File: config.mk
export PLATFORM = sky130hd
export DESIGN_NAME = atb_trace_funnel
export DESIGN_NICKNAME = d
export VERILOG_FILES = /design/src/rtl/atb_trace_funnel.sv
export SDC_FILE = /design/constraint.sdc
export NUM_CORES = 1
export LEC_CHECK = 0
export CAP_MARGIN = 20
export CORE_MARGIN = 8
export CORE_UTILIZATION = 27
export CTS_BUF_LIST = sky130_fd_sc_hd__clkbuf_16
export DETAILED_ROUTE_END_ITERATION = 12
export HOLD_SLACK_MARGIN = 0.05
export PLACE_DENSITY = 0.8
export SLEW_MARGIN = 20
export SYNTH_ARGS = -nofsm -noshare
export SYNTH_HDL_FRONTEND = slang
export SYNTH_SLANG_ARGS = --single-unit
File: constraint.sdc
create_clock -name clk_i -period 1.91 [get_ports clk_i]
set_clock_uncertainty 0.15 [all_clocks]
set_input_delay 0.4775 -clock clk_i [delete_from_list [all_inputs] [get_ports clk_i]]
set_output_delay 0.4775 -clock clk_i [all_outputs]
set_load 0.01 [all_outputs]
File: src/rtl/atb_trace_funnel.sv
// Round-robin ATB funnel: N_SRC trace sources onto one sink, with burst-bounded grants and flush fan-out/ack aggregation.
// Optional build macro ATB_FUNNEL_ID_OVERRIDE_EN replaces source IDs with BASE_ID + source index.
//
// state | meaning
// IDLE  | no owner; search for the next requester starting at rr_ptr (one-cycle bubble)
// GRANT | source[grant] is muxed straight through to the sink until burst limit or valid drop
module atb_trace_funnel #(
    parameter int         N_SRC     = 2,
    parameter int         DATA_LEN  = 32,
    parameter int         MAX_BEATS = 8,
    parameter logic [6:0] BASE_ID   = 7'h10
) (
    input  logic                                    clk_i,
    input  logic                                    rst_i,
    input  logic [N_SRC-1:0]                        src_atvalid_i,
    input  logic [N_SRC*DATA_LEN-1:0]               src_atdata_i,
    input  logic [N_SRC*($clog2(DATA_LEN)-3)-1:0]   src_atbytes_i,
    input  logic [N_SRC*7-1:0]                      src_atid_i,
    output logic [N_SRC-1:0]                        src_atready_o,
    output logic [N_SRC-1:0]                        src_afvalid_o,
    input  logic [N_SRC-1:0]                        src_afready_i,
    output logic                                    atvalid_o,
    output logic [DATA_LEN-1:0]                     atdata_o,
    output logic [$clog2(DATA_LEN)-4:0]             atbytes_o,
    output logic [6:0]                              atid_o,
    input  logic                                    atready_i,
    input  logic                                    afvalid_i,
    output logic                                    afready_o
);

    localparam int BW = $clog2(DATA_LEN) - 3;
    localparam int PW = $clog2(N_SRC);
    localparam int CW = $clog2(MAX_BEATS + 1);

    localparam logic [0:0] ST_IDLE  = 1'b0;
    localparam logic [0:0] ST_GRANT = 1'b1;

    logic [0:0]    state;
    logic [PW-1:0] grant;
    logic [PW-1:0] rr_ptr;
    logic [CW-1:0] beat_cnt;

    logic          found;
    logic [PW-1:0] pick;
    logic [PW-1:0] next_ptr;
    logic          grant_valid;
    logic          accept;
    logic          last_beat;

    // Descending scan so the lowest offset from rr_ptr wins.
    always_comb begin
        found = 1'b0;
        pick  = '0;
        for (int k = N_SRC - 1; k >= 0; k--) begin
            if (src_atvalid_i[(int'(rr_ptr) + k) % N_SRC]) begin
                found = 1'b1;
                pick  = PW'((int'(rr_ptr) + k) % N_SRC);
            end
        end
    end

    assign next_ptr    = (grant == PW'(N_SRC - 1)) ? '0 : grant + PW'(1);
    assign grant_valid = src_atvalid_i[grant];
    assign accept      = (state == ST_GRANT) && grant_valid && atready_i;
    assign last_beat   = (beat_cnt == CW'(MAX_BEATS - 1));

    always_ff @(posedge clk_i or posedge rst_i) begin
        if (rst_i) begin
            state    <= ST_IDLE;
            grant    <= '0;
            rr_ptr   <= '0;
            beat_cnt <= '0;
        end else begin
            case (state)
                ST_IDLE: begin
                    if (found) begin
                        grant    <= pick;
                        beat_cnt <= '0;
                        state    <= ST_GRANT;
                    end
                end
                ST_GRANT: begin
                    if (accept) begin
                        beat_cnt <= beat_cnt + CW'(1);
                    end
                    // Valid may only drop after an accept, so leaving here never strands a beat.
                    if ((accept && last_beat) || !grant_valid) begin
                        state  <= ST_IDLE;
                        rr_ptr <= next_ptr;
                    end
                end
                default: state <= ST_IDLE;
            endcase
        end
    end

    always_comb begin
        atvalid_o     = 1'b0;
        atdata_o      = '0;
        atbytes_o     = '0;
        atid_o        = '0;
        src_atready_o = '0;
        if (state == ST_GRANT) begin
            atvalid_o            = grant_valid;
            atdata_o             = src_atdata_i[int'(grant)*DATA_LEN +: DATA_LEN];
            atbytes_o            = src_atbytes_i[int'(grant)*BW +: BW];
`ifdef ATB_FUNNEL_ID_OVERRIDE_EN
            atid_o               = BASE_ID + 7'(grant);
`else
            atid_o               = src_atid_i[int'(grant)*7 +: 7];
`endif
            src_atready_o[grant] = atready_i;
        end
    end

    logic             flush_active;
    logic             flush_done_wait;
    logic [N_SRC-1:0] ack_mask;
    logic [N_SRC-1:0] flush_req;
    logic [N_SRC-1:0] ack_next;
    logic             flush_done;

    assign flush_req     = {N_SRC{flush_active}} & ~ack_mask;
    assign ack_next      = ack_mask | (src_afready_i & flush_req);
    assign flush_done    = flush_active && (&ack_next);
    assign src_afvalid_o = flush_req;
    assign afready_o     = flush_done;

    // done_wait blocks a second flush from the same still-asserted request.
    always_ff @(posedge clk_i or posedge rst_i) begin
        if (rst_i) begin
            flush_active    <= 1'b0;
            flush_done_wait <= 1'b0;
            ack_mask        <= '0;
        end else if (flush_done) begin
            flush_active    <= 1'b0;
            flush_done_wait <= 1'b1;
            ack_mask        <= ack_next;
        end else if (flush_active) begin
            ack_mask <= ack_next;
        end else if (flush_done_wait) begin
            if (!afvalid_i) begin
                flush_done_wait <= 1'b0;
            end
        end else if (afvalid_i) begin
            flush_active <= 1'b1;
            ack_mask     <= '0;
        end
    end

endmodule

==> impl_metrics.xml, run 1 <==
<?xml version="1.0" encoding="UTF-8"?>
<metrics>
  <group name="timing">
    <metric name="worst-slew-pin-transition" unit="ns">0.4139</metric>
    <metric name="whs" unit="ns">0.3590</metric>
    <metric name="slew_violations" unit="">0</metric>
    <metric name="min_period_over_period" unit="%">104.7</metric>
    <metric name="timing.final.crit_period" unit="ns">2.000</metric>
    <metric name="setup_viol_count_final" unit="">14</metric>
    <metric name="fin_tns_setup" unit="ns">-0.6072</metric>
    <metric name="maxClockFrequency" unit="MHz">500.0</metric>
    <metric name="timing_hold_violations_final" unit="">0</metric>
    <metric name="max_slew_margin" unit="%">72.38</metric>
    <metric name="timing.final.ws_setup" unit="ns">-0.09011</metric>
    <metric name="grt_setup_unrepaired" unit="">true</metric>
  </group>
  <group name="logic_synthesis">
    <metric name="yosys_warnings" unit="">0</metric>
    <metric name="mappedNetlistNets" unit="">240</metric>
    <metric name="syn_inst" unit="">149</metric>
    <metric name="postSynthAreaPerCell" unit="um^2">7.927</metric>
    <metric name="yosys_register_bits" unit="">11</metric>
    <metric name="yosysUniqueCellTypes" unit="">24</metric>
    <metric name="syn-cell-area" unit="um^2">1181</metric>
    <metric name="ys_seq_area_share" unit="%">23.31</metric>
  </group>
  <group name="drt">
    <metric name="viasPerCell" unit="">4.589</metric>
    <metric name="detail-route-antenna-nets" unit="">0</metric>
    <metric name="routed_wire_length_per_instance" unit="um">16.57</metric>
    <metric name="drtIter0Drc" unit="">13</metric>
    <metric name="drc" unit="">0</metric>
    <metric name="drt_first_pass_iters" unit="">4</metric>
    <metric name="wirelength" unit="um">5882</metric>
    <metric name="dr_total_vias" unit="">1629</metric>
  </group>
  <group name="power_and_ir_drop">
    <metric name="power_per_cell_area" unit="nW/um^2">1164</metric>
    <metric name="vdd_drop_max" unit="mV">0.6329</metric>
    <metric name="leakage" unit="nW">1.362</metric>
  </group>
  <group name="global_routing">
    <metric name="global_routing_met1_resource_utilization" unit="%">16.03</metric>
    <metric name="grt_pass1_vias" unit="">1661</metric>
    <metric name="number_of_antenna_violations_at_the_first_check_in_global_routing" unit="">0</metric>
    <metric name="grt_use_met2" unit="%">29.83</metric>
    <metric name="track_usage" unit="%">15.57</metric>
    <metric name="globalRoute.totalOverflow" unit="">0</metric>
    <metric name="global_route_wire_length_before_repair" unit="um">8217</metric>
    <metric name="grt.busiest_layer" unit="">met2</metric>
    <metric name="grt_start_max_net_pins" unit="">39</metric>
    <metric name="grt.met3_usage" unit="%">5.303</metric>
  </group>
  <group name="worst_setup_path">
    <metric name="crit_start" unit="">grant$_DFFE_PP0P_</metric>
    <metric name="r2r-start" unit="">grant$_DFFE_PP0P_</metric>
    <metric name="required" unit="ns">1.28</metric>
    <metric name="cp-end-kind" unit="">output port</metric>
    <metric name="crit_type" unit="">register to output port</metric>
    <metric name="crit_path_max_fanout" unit="">4</metric>
    <metric name="cp-start-kind" unit="">register</metric>
    <metric name="critical_path_arrival" unit="ns">1.37</metric>
  </group>
  <group name="cts">
    <metric name="clock_insertion_delay_worst_skew" unit="ns">0.24</metric>
    <metric name="clkSlewWorstSetupHoldPaths" unit="ns">0.04</metric>
    <metric name="cts.sink_count" unit="">11</metric>
    <metric name="cts.hold.buffers_added" unit="">0</metric>
    <metric name="tritoncts" unit="">done</metric>
    <metric name="clockRootBuffer" unit="">sky130_fd_sc_hd__clkbuf_16</metric>
    <metric name="tritoncts_buffers" unit="">3</metric>
    <metric name="cts.htree.levels" unit="">1</metric>
    <metric name="clock_path_buffers" unit="">2</metric>
  </group>
  <group name="cells_and_area">
    <metric name="n_antenna_cell" unit="">0</metric>
    <metric name="drive_above_1_share" unit="%">26.73</metric>
    <metric name="final_design_area_no_fill" unit="um^2">2679</metric>
    <metric name="nets" unit="">395</metric>
    <metric name="synthToLayoutAreaGrowth" unit="%">126.8</metric>
    <metric name="n_fill_cell" unit="">409</metric>
  </group>
  <group name="worst_hold_path">
    <metric name="timing.hold.worst.class" unit="">register to register</metric>
    <metric name="worstHoldStart" unit="">beat_cnt[0]$_DFFE_PP0P_</metric>
  </group>
  <group name="job">
    <metric name="max_cap_viols" unit="">0</metric>
  </group>
  <group name="floorplanning">
    <metric name="core_area" unit="um^2">4294</metric>
    <metric name="num_rows" unit="">24</metric>
    <metric name="die-width" unit="um">82.14</metric>
    <metric name="io-pin-count" unit="">137</metric>
    <metric name="die_y" unit="um">82.14</metric>
    <metric name="floorplan.initialDensity" unit="%">27.51</metric>
    <metric name="dieArea" unit="um^2">6747</metric>
  </group>
  <group name="status">
    <metric name="run_status" unit="">finished, violations left</metric>
    <metric name="violations" unit="">setup timing</metric>
  </group>
  <group name="placement">
    <metric name="port_buffers" unit="">136</metric>
    <metric name="dp_hpwl" unit="um">4996</metric>
    <metric name="place.gp.congestion" unit="">0.7387</metric>
    <metric name="placement.cell_area" unit="um^2">2704</metric>
  </group>
</metrics>
where the power goes:
group | total, mW | internal, mW | switching (mW)
registers | 0.422 | 0.331 | 0.0905
clock network | 0.381 | 0.275 | 0.106
logic | 2.32 | 1.24 | 1.08
total | 3.12 | 1.85 | 1.27
final cells by class:
cell class                      instances  area (um^2)  share of cell area (%)
Clock buffer                            3        75.07                   2.802
Clock inverter                          1        3.754                  0.1401
Inverter                                6        22.52                  0.8407
Multi-Input combinational cell        123        847.1                   31.62
Sequential cell                        11        277.8                   10.37
Tap cell                               52        65.06                   2.429
Timing Repair Buffer                  159         1388                   51.80
final timing paths:
path | to | slack [ns] | cells past startpoint
worst min register to register | beat_cnt[0]$_DFFE_PP0P_ | 0.36 | 1
min in group asynchronous | flush_done_wait$_DFFE_PP0P_ | 0.38 | 2
worst min-delay path | beat_cnt[0]$_DFFE_PP0P_ | 0.36 | 1
max in group asynchronous | grant$_DFFE_PP0P_ | 0.91 | 2
worst max-delay path | atvalid_o | -0.09 | 5
worst max register to register | beat_cnt[1]$_DFFE_PP0P_ | 0.20 | 6
worst max-delay path, stage by stage, from the launching register on:
cell and delay (ns):
sky130_fd_sc_hd__dfrtp_2 0.46, sky130_fd_sc_hd__buf_4 0.16, sky130_fd_sc_hd__buf_12 0.12, sky130_fd_sc_hd__mux2i_4 0.17, sky130_fd_sc_hd__nor2_1 0.09, sky130_fd_sc_hd__buf_2 0.14
layout by cell type (no fill, tap or decap):
| cell type | Yosys | routed |
|---|---|---|
| sky130_fd_sc_hd__clkdlybuf4s50_1 | 0 | 86 |
| sky130_fd_sc_hd__nor2_1 | 49 | 49 |
| sky130_fd_sc_hd__mux2i_1 | 45 | 43 |
| sky130_fd_sc_hd__buf_2 | 0 | 40 |
| sky130_fd_sc_hd__buf_4 | 5 | 14 |
| sky130_fd_sc_hd__dfrtp_1 | 11 | 9 |
| sky130_fd_sc_hd__nand2_1 | 7 | 6 |
| sky130_fd_sc_hd__inv_1 | 5 | 6 |
| sky130_fd_sc_hd__clkbuf_2 | 0 | 5 |
| sky130_fd_sc_hd__buf_12 | 0 | 5 |
| sky130_fd_sc_hd__a21oi_1 | 4 | 4 |
| sky130_fd_sc_hd__dlygate4sd2_1 | 0 | 4 |
| sky130_fd_sc_hd__o21ai_0 | 3 | 3 |
| sky130_fd_sc_hd__clkbuf_16 | 0 | 3 |
| sky130_fd_sc_hd__buf_6 | 0 | 3 |
| sky130_fd_sc_hd__o21bai_1 | 2 | 2 |
| sky130_fd_sc_hd__mux2i_2 | 0 | 2 |
| sky130_fd_sc_hd__nor2b_1 | 2 | 2 |
| sky130_fd_sc_hd__dfrtp_2 | 0 | 2 |
| sky130_fd_sc_hd__nor3b_1 | 1 | 1 |
| sky130_fd_sc_hd__mux2i_4 | 1 | 1 |
| sky130_fd_sc_hd__nand2_2 | 0 | 1 |
| sky130_fd_sc_hd__o221ai_2 | 0 | 1 |
| sky130_fd_sc_hd__nand3_1 | 1 | 1 |
| sky130_fd_sc_hd__nor3_2 | 1 | 1 |
| sky130_fd_sc_hd__inv_2 | 1 | 1 |
| sky130_fd_sc_hd__nand4_1 | 1 | 1 |
| sky130_fd_sc_hd__o21a_1 | 1 | 1 |
| sky130_fd_sc_hd__o311ai_0 | 1 | 1 |
| sky130_fd_sc_hd__a31oi_1 | 1 | 1 |
| sky130_fd_sc_hd__nor3b_2 | 1 | 1 |
| sky130_fd_sc_hd__ha_1 | 1 | 1 |
| sky130_fd_sc_hd__dlymetal6s2s_1 | 0 | 1 |
| sky130_fd_sc_hd__buf_8 | 0 | 1 |
cell families (layout without fill, tap and decap cells):
logic type	after synthesis	after routing	share of synthesized area [%]
buf+inv	15	169	6.356
flops	11	11	23.30
mux	46	46	40.04
compound gates	13	13	6.886
fa+ha+maj	1	1	1.059
simple gates	63	63	22.35
synth_stat cells, drive strengths merged:
library cell,count,area share [%]
a31oi,1,0.53
clkbuf,3,0.95
mux2i,46,40
nand3,1,0.42
dfrtp,11,23
a21oi,4,1.7
nor3b,2,1.7
ha,1,1.1
nand2,7,2.2
nor3,1,0.85
o21a,1,0.64
inv,6,1.9
nand4,1,0.53
o21ai,3,1.3
o221ai,1,0.74
buf,6,3.5
o21bai,2,1.3
o311ai,1,0.74
nor2,49,16
nor2b,2,1.1
per-stage QoR:
step	setup WS, ns	util [%]	instances	power (mW)
after detailed placement	-0.4885	62.97	341	2.880
after global routing	-0.1609	62.38	355	3.357
after CTS	-0.1394	61.19	348	3.004
final	-0.09011	62.38	355	3.119
after global placement	-0.4576	62.97	341	2.845
after floorplan	0.3030	-	149	1.576
flip-flops by register name, summed over array words and instances, names as in the netlist:
name,cells
beat_cnt,4
ack_mask,2
flush_active,1
flush_done_wait,1
grant,1
rr_ptr,1
state,1
per-layer routing:
metal,routed length [um],up-vias
li1,-,811
met1,2177,740
met2,3078,76
met3,597,2
met4,29,0
met5,0,-
repair_timing:
action	in CTS	in global routing
cloned	0	0
gates resized for setup	160	30
buffers inserted	3	7
endpoints found under the setup margin	47	45
pin swaps	1	1
(Power assumes the default switching activity.)
==> inputs of run 2 (changes only) <==
--- a/config.mk
+++ b/config.mk
@@ -10,7 +10,7 @@
 export CORE_UTILIZATION = 27
 export CTS_BUF_LIST = sky130_fd_sc_hd__clkbuf_16
 export DETAILED_ROUTE_END_ITERATION = 12
-export HOLD_SLACK_MARGIN = 0.05
+export HOLD_SLACK_MARGIN = 0.1
 export PLACE_DENSITY = 0.8
 export SLEW_MARGIN = 20
 export SYNTH_ARGS = -nofsm -noshare
==> results of run 2 <==
Same layout as run 1: the final DEF is identical, and so are final timing and power.
==> RTL change 1 (flow settings as in run 2) <==
Change the parameter `DATA_LEN` from 32 to 64.
--- a/src/rtl/atb_trace_funnel.sv
+++ b/src/rtl/atb_trace_funnel.sv
@@ -8,3 +8,3 @@
     parameter int         N_SRC     = 2,
-    parameter int         DATA_LEN  = 32,
+    parameter int         DATA_LEN  = 64,
     parameter int         MAX_BEATS = 8,
Ports: changed (resized atbytes_o, atdata_o, src_atbytes_i and src_atdata_i); port bits go from 137 to 236. The function was not compared with the original's and may differ.
==> RTL change 1 against run 2 <==
The run still ends with setup timing left; final cell count rose by 54%; first-iteration DRC count rose to 3.5 times the old value; sequential share of layout area down 3.7 points; worst setup slack worse by 140 ps; non-clock buffer count grew 101; cell area is 56% higher; largest power group unchanged; power increased by 56%; critical path type unchanged; area after synthesis is 42% higher; routed wire length up 82%; sequential cell count is the same; register-to-register slack worse by 100 ps.
==> RTL change 1: results <==
group,metric,value,unit
setup_path,r2r_slack,100,ps
setup_path,cp-endpoint,"atid_o[1]",
synthesis,yosys-mux-area-fraction,47.9,%
drt,met1_length,3700,um
place,dp_slack,-482,ps
sta,finalWorstSetupSlack,-226,ps
place,gp_congestion,0.880,
setup_path,worst_path_max_fanout,8,
cells_and_area,final_net_count,628,
status,violations_in_the_final_reports,"setup timing",
cells_and_area,drive_above_1_share,25.5,%
synthesis,ys_seq_area_share,16.4,%
setup_path,cp.arrival,1510,ps
synthesis,syn-instance-count,223,
power_and_ir_drop,power.leakage,2.11,nW
cells_and_area,fill_count,515,
synthesis,synth_top_cells_by_area,"sky130_fd_sc_hd__mux2i_1, sky130_fd_sc_hd__nor2_1, sky130_fd_sc_hd__dfrtp_1, sky130_fd_sc_hd__buf_2, sky130_fd_sc_hd__nand2_1",
grt,use_met1,22.5,%
drt,route.vias.total,2606,
grt,maximum_number_of_pins_on_one_net_before_global_route_repair,34,
worst_hold_path,hold_path.startpoint,"beat_cnt[2]",
drt,route.detailed.vias_per_inst,4.78,
synthesis,ys_types,25,
grt,use_met3,7.54,%
drt,detailroute.wirelength.met2,5710,um
sta,timing.setup.tns,-9320,ps
place,io_buffers,235,
grt,grt_pass1_vias,2764,
sta,setup_viol,77,
clock_tree,cts.root.buffer_cell,"sky130_fd_sc_hd__clkbuf_16",
setup_path,worst_path_max_delay_cell,"sky130_fd_sc_hd__dfrtp_4",
sta,worst_hold_slack,377,ps
synthesis,compound_cell_area_share_of_the_yosys_netlist,4.10,%
worst_hold_path,hold_end,"beat_cnt[2]",
synthesis,post_synth_fa_ha_maj_area_fraction,0.746,%
status,outcome,"complete, but fails checks",
power_and_ir_drop,vdd.ir_drop.worst,731,uV
setup_path,critical-path-top-delay-family,"flip-flops",
sta,tightest_slew,417,ps
place,place.detailed.hpwl,8930,um
synthesis,syn_nets,380,
worst_hold_path,worst_hold_path_type,"register to register",
grt,groute.layer.met2.usage,42.4,%
drt,drt-initial-drc-count,45,
place,dpl-instance-area,4230,sq um
drt,route.met3.wl,1100,um
place,placed_cells,533,
clock_tree,cts_resized,329,
setup_path,cpPeakStageDelay,500,ps
synthesis,netlist_top_cells_count,"sky130_fd_sc_hd__nor2_1, sky130_fd_sc_hd__mux2i_1, sky130_fd_sc_hd__dfrtp_1",
setup_path,crit-reg2reg-launch,"grant",
clock_tree,tritoncts_num_sinks,11,
grt,first_pass_grt_wire_length,15500,um
worst_hold_path,worstHoldPathCells,1,
drt,wire_per_inst,19.7,um
grt,grt_util_all_layers,22.2,%
clock_tree,clkTransAtPathRegs,40,ps
## RTL change 1: changes by cell type after synthesis, moves of 2 or more
| cell | change |
|---|---|
| sky130_fd_sc_hd__clkbuf_1 | +2 |
| sky130_fd_sc_hd__mux2i_1 | +33 |
| sky130_fd_sc_hd__nor2_1 | +32 |
| sky130_fd_sc_hd__buf_2 | +9 |
| sky130_fd_sc_hd__buf_4 | -3 |
## RTL change 1: area by class of cell
class	instances	area (sq um)	area share, %
Timing Repair Buffer	260	2370	56.7
Multi-Input combinational cell	190	1340	32.0
Sequential cell	11	280	6.69
Tap cell	75	93.8	2.24
Clock buffer	3	75.1	1.79
Inverter	5	18.8	0.448
Clock inverter	1	3.75	0.0896
## RTL change 1: power by group
part	internal [mW]	switching [mW]
Sequential	0.338	0.102
Combinational	2.15	1.89
Clock	0.274	0.0978
Total	2.76	2.09
==> RTL change 2 (settings of run 2) <==
Without the edit above. Reset style: synchronous (`rst_i`), changed in 2 clocked blocks.
--- a/src/rtl/atb_trace_funnel.sv
+++ b/src/rtl/atb_trace_funnel.sv
@@ -66,3 +66,3 @@
 
-    always_ff @(posedge clk_i or posedge rst_i) begin
+    always_ff @(posedge clk_i) begin
         if (rst_i) begin
@@ -129,3 +129,3 @@
     // done_wait blocks a second flush from the same still-asserted request.
-    always_ff @(posedge clk_i or posedge rst_i) begin
+    always_ff @(posedge clk_i) begin
         if (rst_i) begin
Check against the original RTL: differs if rst_i is asserted again (counterexample within 4 cycles, from zero or initial values and one cycle with rst_i high); with rst_i held inactive, the same outputs for 4 cycles.
==> RTL change 2 against run 2 <==
The flow still finishes with violations (setup timing); die area fell by 1.7%; area after synthesis fell by 2.1%; sequential share of layout area fell by 2.2 points; worst setup slack improved by 89 ps; routed wire length rose by 2.8%; cell area rose by 1.8%; sequential cell count did not move; critical path type unchanged; largest cell class unchanged; highest routed layer unchanged.
Power is not compared: it rests on default switching activity, and its combinational part moved more than twofold at a synthesized area within 25%.
==> RTL change 2: results <==
group,metric,value,unit
place,gp_congestion,0.786,
worst_hold_path,hold_path.startpoint,"beat_cnt[1]",
synthesis,synth-async-reset-ratio,0,%
setup_path,r2r-end,"beat_cnt[3]",
status,violations_in_the_final_reports,"setup timing",
setup_path,cpPeakStageDelay,390,ps
place,dp_slack,-433,ps
cells_and_area,n_all_buffers,160,
synthesis,ys_types,33,
drt,detailroute.wirelength.met2,2940,um
clock_tree,cts_resized,193,
sta,setup_viol,1,
sta,finalWorstSetupSlack,-0.692,ps
setup_path,worst_path_max_delay_cell,"sky130_fd_sc_hd__dfxtp_4",
synthesis,netlist_top_cells_count,"sky130_fd_sc_hd__nor2_1, sky130_fd_sc_hd__mux2i_1, sky130_fd_sc_hd__dfxtp_1",
setup_path,worst_path_max_fanout,7,
power_and_ir_drop,power.leakage,1.30,nW
synthesis,commonest_register_cell_after_synthesis,"sky130_fd_sc_hd__dfxtp_1",
sta,max-slew-margin-rel,79.2,%
grt,first_pass_grt_wire_length,8470,um
worst_hold_path,worstHoldPathCells,2,
setup_path,critical-path-top-delay-family,"buffers and inverters",
grt,grt_util_all_layers,16.1,%
cells_and_area,multiInputCombCellCount,128,
grt,use_met1,18.3,%
status,outcome,"complete, but fails checks",
cells_and_area,multi_input_area_share,32.5,%
cells_and_area,final_net_count,399,
cells_and_area,clkCellAreaFrac,2.94,%
grt,grt_pass1_vias,1677,
synthesis,ys_seq_area_share,19.0,%
setup_path,cp-endpoint,"atdata_o[24]",
setup_path,r2r_slack,230,ps
setup_path,cp.arrival,1280,ps
power_and_ir_drop,seq_power,254,uW
cells_and_area,drive_above_1_share,26.1,%
worst_hold_path,hold_end,"beat_cnt[1]",
synthesis,synth_top_cells_by_area,"sky130_fd_sc_hd__mux2i_1, sky130_fd_sc_hd__dfxtp_1, sky130_fd_sc_hd__nor2_1, sky130_fd_sc_hd__buf_2, sky130_fd_sc_hd__nor2b_1",
drt,route.met3.wl,775,um
drt,route.detailed.vias_per_inst,4.76,
place,place.detailed.hpwl,4790,um
cells_and_area,fill_count,334,
setup_path,crit-reg2reg-launch,"grant",
drt,met1_length,2290,um
cells_and_area,inverters,4,
grt,maximum_number_of_pins_on_one_net_before_global_route_repair,38,
cells_and_area,sh_seq_area,8.21,%
grt,use_met3,5.79,%
power_and_ir_drop,report.power.total,1.24,mW
cells_and_area,antenna_cells_inserted,1,
grt,initial_antenna_violation_count,1,
grt,groute.layer.met2.usage,28.0,%
RTL change 2: cell count changes in the layout (fill, tap and decap cells not counted), sizes merged, moves of 3 or more:
cell	run 2	this run
clkdlybuf4s50	86	73
dlymetal6s2s	1	14
dfrtp	11	0
dfxtp	0	11
buf	63	69
clkbuf	8	3
nand2	7	2
mux2i	46	42
inv	7	4
RTL change 2: kinds of logic after synthesis:
logic type,synth area share [%]
AND/OR/NAND/NOR,23.7
buffers and inverters,5.74
adder cells (fa/ha/maj),1.08
multiplexers,38.3
flip-flops,19.0
AO/OA/AOI/OAI,12.1
RTL change 2: through the flow:
stage / setup TNS, ps / hold WS (ps) / util [%] / area [sq um] / instances
2_1_floorplan: 0 / 320 / - / 1160 / 154
3_3_place_gp: -15980 / 339 / 66.1 / 2680 / 346
3_5_place_dp: -16650 / 374 / 66.1 / 2680 / 346
4_1_cts: -144 / 380 / 66.2 / 2690 / 356
5_1_grt: -798 / 402 / 67.2 / 2730 / 358
6_report: -0.692 / 380 / 67.2 / 2730 / 358
